## config.mk

```make
export PLATFORM = sky130hd
export DESIGN_NAME = updown_mod_counter
export DESIGN_NICKNAME = d
export VERILOG_FILES = /design/src/rtl/counter_pkg.sv /design/src/rtl/count_next.sv /design/src/rtl/updown_mod_counter.sv
export SDC_FILE = /design/constraint.sdc
export NUM_CORES = 1
export LEC_CHECK = 0
export CORE_AREA = 2 2 39 41
export DETAILED_ROUTE_END_ITERATION = 7
export DIE_AREA = 0 0 41 43
export PLACE_DENSITY = 0.71
export SYNTH_ARGS = -nofsm -noshare
export SYNTH_HDL_FRONTEND = slang
export SYNTH_SLANG_ARGS = --single-unit
```

## constraint.sdc

```tcl
create_clock -name clk -period 3.7 [get_ports clk]
set_clock_uncertainty 0.1 [all_clocks]
set_input_delay 0.37 -clock clk [delete_from_list [all_inputs] [get_ports clk]]
set_output_delay 0.37 -clock clk [all_outputs]
set_load 0.02 [all_outputs]
```

## src/rtl/counter_pkg.sv

```systemverilog
// Shared constants and helpers for the up/down modulus counter family.
package counter_pkg;

  localparam logic DIR_UP   = 1'b1;
  localparam logic DIR_DOWN = 1'b0;

  localparam int unsigned MODE_WRAP = 0;
  localparam int unsigned MODE_SAT  = 1;

  // Out-of-range load values clamp to the top of the count range.
  function automatic int unsigned clamp_load(input int unsigned value,
                                             input int unsigned max_val);
    return (value > max_val) ? max_val : value;
  endfunction

endpackage

```

## src/rtl/count_next.sv

```systemverilog
// Next-state, terminal-count and wrap-event logic for updown_mod_counter (purely combinational).
module count_next
  import counter_pkg::*;
#(
  parameter int unsigned WIDTH    = 4,
  parameter int unsigned MAX_VAL  = (1 << WIDTH) - 1,
  parameter int unsigned SATURATE = MODE_WRAP
) (
  input  logic [WIDTH-1:0] count,
  input  logic             up_dn,
  input  logic             en,
  input  logic             load,
  input  logic [WIDTH-1:0] load_val,
  output logic [WIDTH-1:0] next_count,
  output logic             tc,
  output logic             wrap_event
);

  localparam logic [WIDTH:0]   MaxExt = (WIDTH + 1)'(MAX_VAL);
  localparam logic [WIDTH-1:0] MaxCnt = WIDTH'(MAX_VAL);

  logic [WIDTH:0] step_up;
  logic [WIDTH:0] step_dn;
  logic           up_ovf;
  logic           dn_unf;
  logic           at_bound;
  logic           dir_up;

  // One extra bit exposes the carry/borrow so the modulus test needs no separate compare on count.
  assign step_up  = {1'b0, count} + (WIDTH + 1)'(1);
  assign step_dn  = {1'b0, count} - (WIDTH + 1)'(1);
  assign up_ovf   = (step_up > MaxExt);
  assign dn_unf   = step_dn[WIDTH];
  assign dir_up   = (up_dn == DIR_UP);
  assign at_bound = dir_up ? up_ovf : dn_unf;
  assign tc       = en & at_bound;

  always_comb begin
    next_count = count;
    wrap_event = 1'b0;
    if (load) begin
      next_count = WIDTH'(clamp_load(32'(load_val), MAX_VAL));
    end else if (en) begin
      if (!at_bound) begin
        next_count = dir_up ? step_up[WIDTH-1:0] : step_dn[WIDTH-1:0];
      end else if (SATURATE == MODE_WRAP) begin
        next_count = dir_up ? '0 : MaxCnt;
        wrap_event = 1'b1;
      end
    end
  end

endmodule

```

## src/rtl/updown_mod_counter.sv

```systemverilog
// Parametrised up/down modulus counter with load, enable, wrap/saturate and cascade outputs.
module updown_mod_counter
  import counter_pkg::*;
#(
  parameter int unsigned WIDTH    = 4,
  parameter int unsigned MAX_VAL  = (1 << WIDTH) - 1,
  parameter int unsigned SATURATE = MODE_WRAP
) (
  input  logic             clk,
  input  logic             rst,
  input  logic             en,
  input  logic             up_dn,
  input  logic             load,
  input  logic [WIDTH-1:0] load_val,
  output logic [WIDTH-1:0] count,
  output logic             tc,
  output logic             wrap_pulse,
  output logic             at_zero
);

  logic [WIDTH-1:0] count_q;
  logic [WIDTH-1:0] count_d;
  logic             wrap_q;
  logic             wrap_d;
  logic             tc_comb;

  count_next #(
    .WIDTH    (WIDTH),
    .MAX_VAL  (MAX_VAL),
    .SATURATE (SATURATE)
  ) u_count_next (
    .count      (count_q),
    .up_dn      (up_dn),
    .en         (en),
    .load       (load),
    .load_val   (load_val),
    .next_count (count_d),
    .tc         (tc_comb),
    .wrap_event (wrap_d)
  );

  always_ff @(posedge clk or posedge rst) begin
    if (rst) begin
      count_q <= '0;
      wrap_q  <= 1'b0;
    end else begin
      count_q <= count_d;
      wrap_q  <= wrap_d;
    end
  end

  assign count      = count_q;
  assign tc         = tc_comb;
  assign wrap_pulse = wrap_q;
  assign at_zero    = (count_q == '0);

endmodule

```

==> results of run 1 <==
-- sequential cells by signal (all words and copies together), names as in the netlist --
name / cells
count: 4
wrap_pulse: 1
-- power by group through the flow --
stage                     clock (mW)  combinational [mW]  sequential (mW)
after floorplan                    0              0.0644           0.0793
after global placement             0              0.0958           0.0805
after detailed placement           0              0.0966           0.0804
after CTS                     0.0662              0.0973           0.0795
after global routing          0.0711               0.108           0.0817
final                         0.0633              0.0967           0.0797
-- layout make-up --
type                    instances  area, um^2  area share (%)
repair buffers                 15         150            22.6
clock buffers                   4        26.3            3.95
flip-flops and latches          5         125            18.8
well taps                      16        20.0            3.01
inverters                       5        18.8            2.82
multi-input cells              41         325            48.9
-- worst paths after layout --
check	cells past startpoint	slack (ns)	start	endpoint
worst max-delay path	6	0.65	count[0]	tc
worst min-delay path	2	0.23	rst	count[3]
worst max register to register	6	1.69	count[0]	count[0]
worst min register to register	1	0.58	count[0]	count[0]
max in group asynchronous	2	3.10	rst	wrap_pulse
min in group clk	3	0.57	load_val[1]	count[1]
-- per-stage QoR --
step / hold slack (ns) / util, % / setup WS (ns) / cells
2_1_floorplan: 0.0485 / - / 1.49 / 55
3_3_place_gp: 0.478 / 46.2 / 0.813 / 82
3_5_place_dp: 0.484 / 46.2 / 0.785 / 82
4_1_cts: 0.224 / 48.1 / 0.631 / 86
5_1_grt: 0.261 / 48.1 / 0.408 / 86
6_report: 0.227 / 48.1 / 0.647 / 86
-- per-layer routing --
metal / vias up / wire [um] / global-route usage [%]
met5: - / 0 / 0
met4: 0 / 0 / 4.00
met3: 0 / 50 / 6.28
met2: 13 / 521 / 22.2
met1: 214 / 499 / 21.7
li1: 234 / - / -
-- cell usage in the layout (no fill, tap or decap), drive strengths merged --
cell type       n
clkbuf          4
or4             1
nor2            1
nor2b           2
o21ai           1
nor3            1
a32oi           1
nor3b           1
inv             5
nand2b          2
clkdlybuf4s50  15
mux2i           2
and2            1
a211oi          3
dfrtp           5
o31a            1
nand3           1
nand2           2
a21oi           2
nand4           2
o31ai           2
a31oi           1
or3             1
a41oi           1
or3b            1
a2bb2oi         1
o211ai          1
xor2            2
and3            1
ha              4
nor4b           1
mux2            1
-- logic make-up (layout without fill, tap and decap cells) --
family                   Yosys count  count (layout)  share of synthesized area, %
XOR/XNOR                           2               2                          3.51
flip-flops                         5               5                          25.1
adder cells (fa/ha/maj)            4               4                          10.0
AND/OR/NAND/NOR                   18              18                          23.1
multiplexers                       3               3                          6.27
AO/OA/AOI/OAI                     14              14                          22.3
buffers and inverters              9              24                          9.77
-- critical path: cells and delay by family (launching register included) --
family                   cells  cell delay (ns)
buffers and inverters        2             0.75
flip-flops                   1             0.50
AO/OA/AOI/OAI                1             0.43
adder cells (fa/ha/maj)      1             0.34
AND/OR/NAND/NOR              2             0.32
==> impl_results.md, run 1 <==
* Number of fill cells at 139
* TritonCTS clock tree: done
* Initial cell density of the core at 36.1%
* Least-Margin Pin Slew at 0.453 ns
* Number of global-route vias before repair at 437
* Post-synth EDFFs at 0
* Power after layout at 0.240 mW
* Critical path cell sequence: inv_1 -> ha_1 -> nand4_1 -> o21ai_0 -> and2_1 -> clkdlybuf4s50_1
* Via count at 461
* Startpoint type of the worst setup path: flop
* Ratio of total power to cell area at 360 nW/um^2
* Via density per instance at 5.36
* Max incr delay on CP at 0.60 ns
* Core Rows at 14
* Initial antenna violation count at 0
* Status: complete, no violations
* Count of H-tree levels built during CTS at 1
* Leakage at 0.270 nW
* Post-DP HPWL at 834 um
* Arrival time reported for the critical path endpoint at 2.58 ns
* Min-Delay Path Class: input pin to asynchronous set/reset pin
* Final critical-path required period at 3.05 ns
* DRC marker count from the first detailed-route iteration at 6
* Total detailed-routing wirelength at 1070 um
* Global-route total usage across every layer at 15.7%
* Async set-reset flop share out of synthesis at 100%
* Buffers added on ports at 15
* Clock slew at the register clock pins of the worst setup and hold paths at 0.05 ns
* Remaining number of nets flagged by the antenna check after routing at 0
* Synthesized Nets at 68
* Clock buffers created by TritonCTS at 3
* Warnings, synthesis at 0
* Maximum resistive drop on vdd at 0.254 mV
* Final count of pins violating max slew at 0
* Switching part of the total power at 36.7%
* Post-synthesis instance total at 55
* Number of distinct library cells after synthesis at 35
* Worst-Skew Late Latency at 0.24 ns
* Unrepaired setup endpoints after global routing: false
* I/O pin count at 16
* Combinational cell fraction of total power at 40.3%
* First drt pass iteration count at 3
* Number of register bits inferred by synthesis at 5
* Clock Power Share at 26.4%
* Number of clock sinks at 5
* Power dissipated by switching net loads at 0.0880 mW
* Worst Path Max Fanout at 9
* Top cells by instance count after synthesis: sky130_fd_sc_hd__dfrtp_1 (5), sky130_fd_sc_hd__inv_1 (5), sky130_fd_sc_hd__ha_1 (4)
* Post-Route Setup TNS at 0 ns
* Number of max-cap violations at 0
* Sequential-to-total area share from yosys stat at 25.1%
* Area share of the leading cell type in the synthesized netlist at 25.1%
* Headroom to the max-slew limit at 69.5%
* Internal power at 0.152 mW
* Post-CTS Resized at 0
* Sequential group share of total power at 33.2%
* Period utilization at 82.5%
* Routed wirelength normalized by instance count at 12.4 um
* Placer's final routability congestion estimate at 0.843
* Maximum number of pins on one net before global-route repair at 13
* Area growth, synth to finish at 33.3%
* Critical path required time at 3.23 ns
* Hold Vio Cnt, Final at 0
* Width of the chip at 41 um
* Global route total overflow at 0
* Leading register cell type out of synthesis: sky130_fd_sc_hd__dfrtp_1
* Number of buffers inserted to repair setup after CTS at 0
* Diodes inserted at 0
* Final #Nets at 84
* Total core area at 1380 um^2
* Layout cells sized above 1 at 12.9%
* Cells taking the most area after synthesis: sky130_fd_sc_hd__dfrtp_1 (25%), sky130_fd_sc_hd__ha_1 (10%), sky130_fd_sc_hd__mux2i_1 (4.0%)
* Maximum clock path buffer count at 2
* Slowest library cell on the worst path: sky130_fd_sc_hd__clkdlybuf4s50_1
* Post-synthesis instance area at 499 um^2
* Area of all placed cells without fillers at 666 um^2
* Floorplan die height at 43 um
* Total Die Area at 1760 um^2
* Global-route wire length before repair at 1860 um
* Crit Path Class: flop to primary output
* Setup-violating endpoint count in the final report at 0
* Placed instance area at 639 um^2
* Synthesized area divided by synthesized cell count at 9.08 um^2
* Hold-fix buffers at CTS at 0
* Root Buffer: sky130_fd_sc_hd__clkbuf_4
* Max Clock Freq at 0.328 GHz
* Yosys top cell by area: sky130_fd_sc_hd__dfrtp_1
* Type of destination of the critical path: primary output
* Remaining DRCs at 0
(Power assumes the default switching activity.)
==> run 2: changes to the inputs <==
==> constraint.sdc (replaced) <==
create_clock -name clk -period 3.1 [get_ports clk]
set_clock_uncertainty 0.1 [all_clocks]
set_input_delay 0.31 -clock clk [delete_from_list [all_inputs] [get_ports clk]]
set_output_delay 0.31 -clock clk [all_outputs]
set_load 0.02 [all_outputs]
==> run 2 against run 1 <==
Effect of this change:
- cell area is 0.94% higher
- core utilization rose by 0.45 points
- clock-buffer cell count unchanged
- sequential power up 20%
- setup slack got worse by 0.40 ns
- register-to-register slack got worse by 0.53 ns
- critical path depth unchanged
- total power grew 19%
- final cell count did not move
==> impl_results.md, run 2 (synthesis gave the netlist of run 1 again) <==
* Count of H-tree levels built during CTS at 1
* Post-CTS Resized at 0
* Layout cells sized above 1 at 14.3%
* Number of max-cap violations at 0
* Maximum clock path buffer count at 2
* Slowest library cell on the worst path: sky130_fd_sc_hd__clkdlybuf4s50_1
* Arrival time reported for the critical path endpoint at 2.45 ns
* Number of buffers inserted to repair setup after CTS at 0
* Internal power at 0.182 mW
* Remaining number of nets flagged by the antenna check after routing at 0
* TritonCTS clock tree: done
* Crit Path Class: flop to primary output
* Number of clock sinks at 5
* Via count at 463
* DRC marker count from the first detailed-route iteration at 9
* Total core area at 1380 um^2
* Remaining DRCs at 0
* Global route total overflow at 0
* Total buffers and inverters traversed by the critical path at 2
* Critical path required time at 2.69 ns
* Final critical-path required period at 2.86 ns
* First drt pass iteration count at 4
* Initial cell density of the core at 36.1%
* Sequential group share of total power at 33.5%
* Top Family by Delay on Critical Path: buffers and inverters
* Critical path cell sequence: inv_1 -> ha_1 -> nand4_1 -> o21ai_1 -> and2_1 -> clkdlybuf4s50_1
* Maximum number of pins on one net before global-route repair at 13
* Final count of pins violating max slew at 0
* Commonest non-fill, non-tap cell in the layout: sky130_fd_sc_hd__clkdlybuf4s50_1
* Ratio of total power to cell area at 426 nW/um^2
* Type of destination of the critical path: primary output
* Clock buffers created by TritonCTS at 3
* Post-DP HPWL at 824 um
* Setup-violating endpoint count in the final report at 0
* Diodes inserted at 0
* Core Rows at 14
* Combinational cell fraction of total power at 40.5%
* Unrepaired setup endpoints after global routing: false
* Max Clock Freq at 0.350 GHz
* Headroom to the max-slew limit at 75.4%
* Clock Power Share at 26.0%
* Startpoint type of the worst setup path: flop
* Final #Nets at 84
* Area used by multi-input combinational logic at 332 um^2
* Global-route total usage across every layer at 15.3%
* Max incr delay on CP at 0.60 ns
* Period utilization at 92.2%
* Placer's final routability congestion estimate at 0.843
* Number of fill cells at 138
* Total detailed-routing wirelength at 1050 um
* Status: complete, no violations
* Worst-Skew Late Latency at 0.24 ns
* Power dissipated by switching net loads at 0.104 mW
* Maximum resistive drop on vdd at 0.302 mV
* Clock slew at the register clock pins of the worst setup and hold paths at 0.04 ns
* Worst Path Max Fanout at 9
* Total Die Area at 1760 um^2
* Hold-fix buffers at CTS at 0
* Buffers added on ports at 15
* Most frequent cells in the layout: sky130_fd_sc_hd__clkdlybuf4s50_1 (15), sky130_fd_sc_hd__inv_1 (5), sky130_fd_sc_hd__dfrtp_1 (5)
* Power after layout at 0.286 mW
* Global-route wire length before repair at 1830 um
* Routed wirelength normalized by instance count at 12.2 um
* Via density per instance at 5.38
* Width of the chip at 41 um
* Root Buffer: sky130_fd_sc_hd__clkbuf_4
* Initial antenna violation count at 0
* Post-Route Setup TNS at 0 ns
* Number of global-route vias before repair at 422
* Sequential standard cell area at 125 um^2
* Switching part of the total power at 36.5%
* Area growth, synth to finish at 34.6%
* I/O pin count at 16
* Hold Vio Cnt, Final at 0
* Leakage at 0.270 nW
* Floorplan die height at 43 um
* Least-Margin Pin Slew at 0.369 ns
* Flip-flop count of the largest register, all copies and words added at 4
* Min-Delay Path Class: input pin to asynchronous set/reset pin
-- run 2: cell types whose count changed in the layout (fill, tap and decap cells not counted) --
cell / change
sky130_fd_sc_hd__nor4b_1: -1
sky130_fd_sc_hd__o21ai_1: +1
sky130_fd_sc_hd__nor4b_2: +1
sky130_fd_sc_hd__o21ai_0: -1
-- run 2: metrics by stage --
stage | instance area [um^2] | setup WS (ns) | utilization (%) | instances | hold slack (ns)
6_report | 672 | 0.243 | 48.6 | 86 | 0.169
4_1_cts | 666 | 0.0821 | 48.1 | 86 | 0.164
5_1_grt | 672 | 0.00745 | 48.6 | 86 | 0.201
3_5_place_dp | 639 | 0.304 | 46.2 | 82 | 0.424
2_1_floorplan | 499 | 0.950 | - | 55 | -0.0115
3_3_place_gp | 639 | 0.333 | 46.2 | 82 | 0.418
-- run 2: worst reg2reg max path: cells and delay by family (launching register included) --
family,cells,cell delay (ns)
AO/OA/AOI/OAI,3,0.67
flip-flops,1,0.50
adder cells (fa/ha/maj),1,0.25
AND/OR/NAND/NOR,1,0.17
buffers and inverters,1,0.15
-- run 2: power groups by stage --
stage / sequential (mW) / clock (mW) / combinational, mW
3_3_place_gp: 0.0961 / 0 / 0.114
5_1_grt: 0.0981 / 0.0849 / 0.130
4_1_cts: 0.0949 / 0.0790 / 0.116
2_1_floorplan: 0.0946 / 0 / 0.0769
6_report: 0.0957 / 0.0743 / 0.116
3_5_place_dp: 0.0958 / 0 / 0.115
-- run 2: path summary, 6_finish.rpt --
path                                  start         end  slack, ns  depth (start not counted)
max in group asynchronous               rst  wrap_pulse       2.56                          2
worst min-delay path                    rst    count[3]       0.17                          2
min in group clk                load_val[1]    count[1]       0.50                          3
worst max register to register     count[0]    count[0]       1.16                          6
worst min register to register     count[0]    count[0]       0.58                          1
worst max-delay path               count[0]          tc       0.24                          6
-- run 2: final cells by class --
cell class / count / area share [%]
clock buffers: 4 / 3.91
inverters: 5 / 2.79
multi-input cells: 41 / 49.3
flip-flops and latches: 5 / 18.6
well taps: 16 / 2.98
repair buffers: 15 / 22.3
-- run 2: routing by layer --
metal | track usage (%) | vias up | routed length (um)
li1 | - | 231 | -
met1 | 21.7 | 221 | 494
met2 | 20.9 | 11 | 505
met3 | 6.28 | 0 | 49
met4 | 4.00 | 0 | 0
met5 | 0 | - | 0
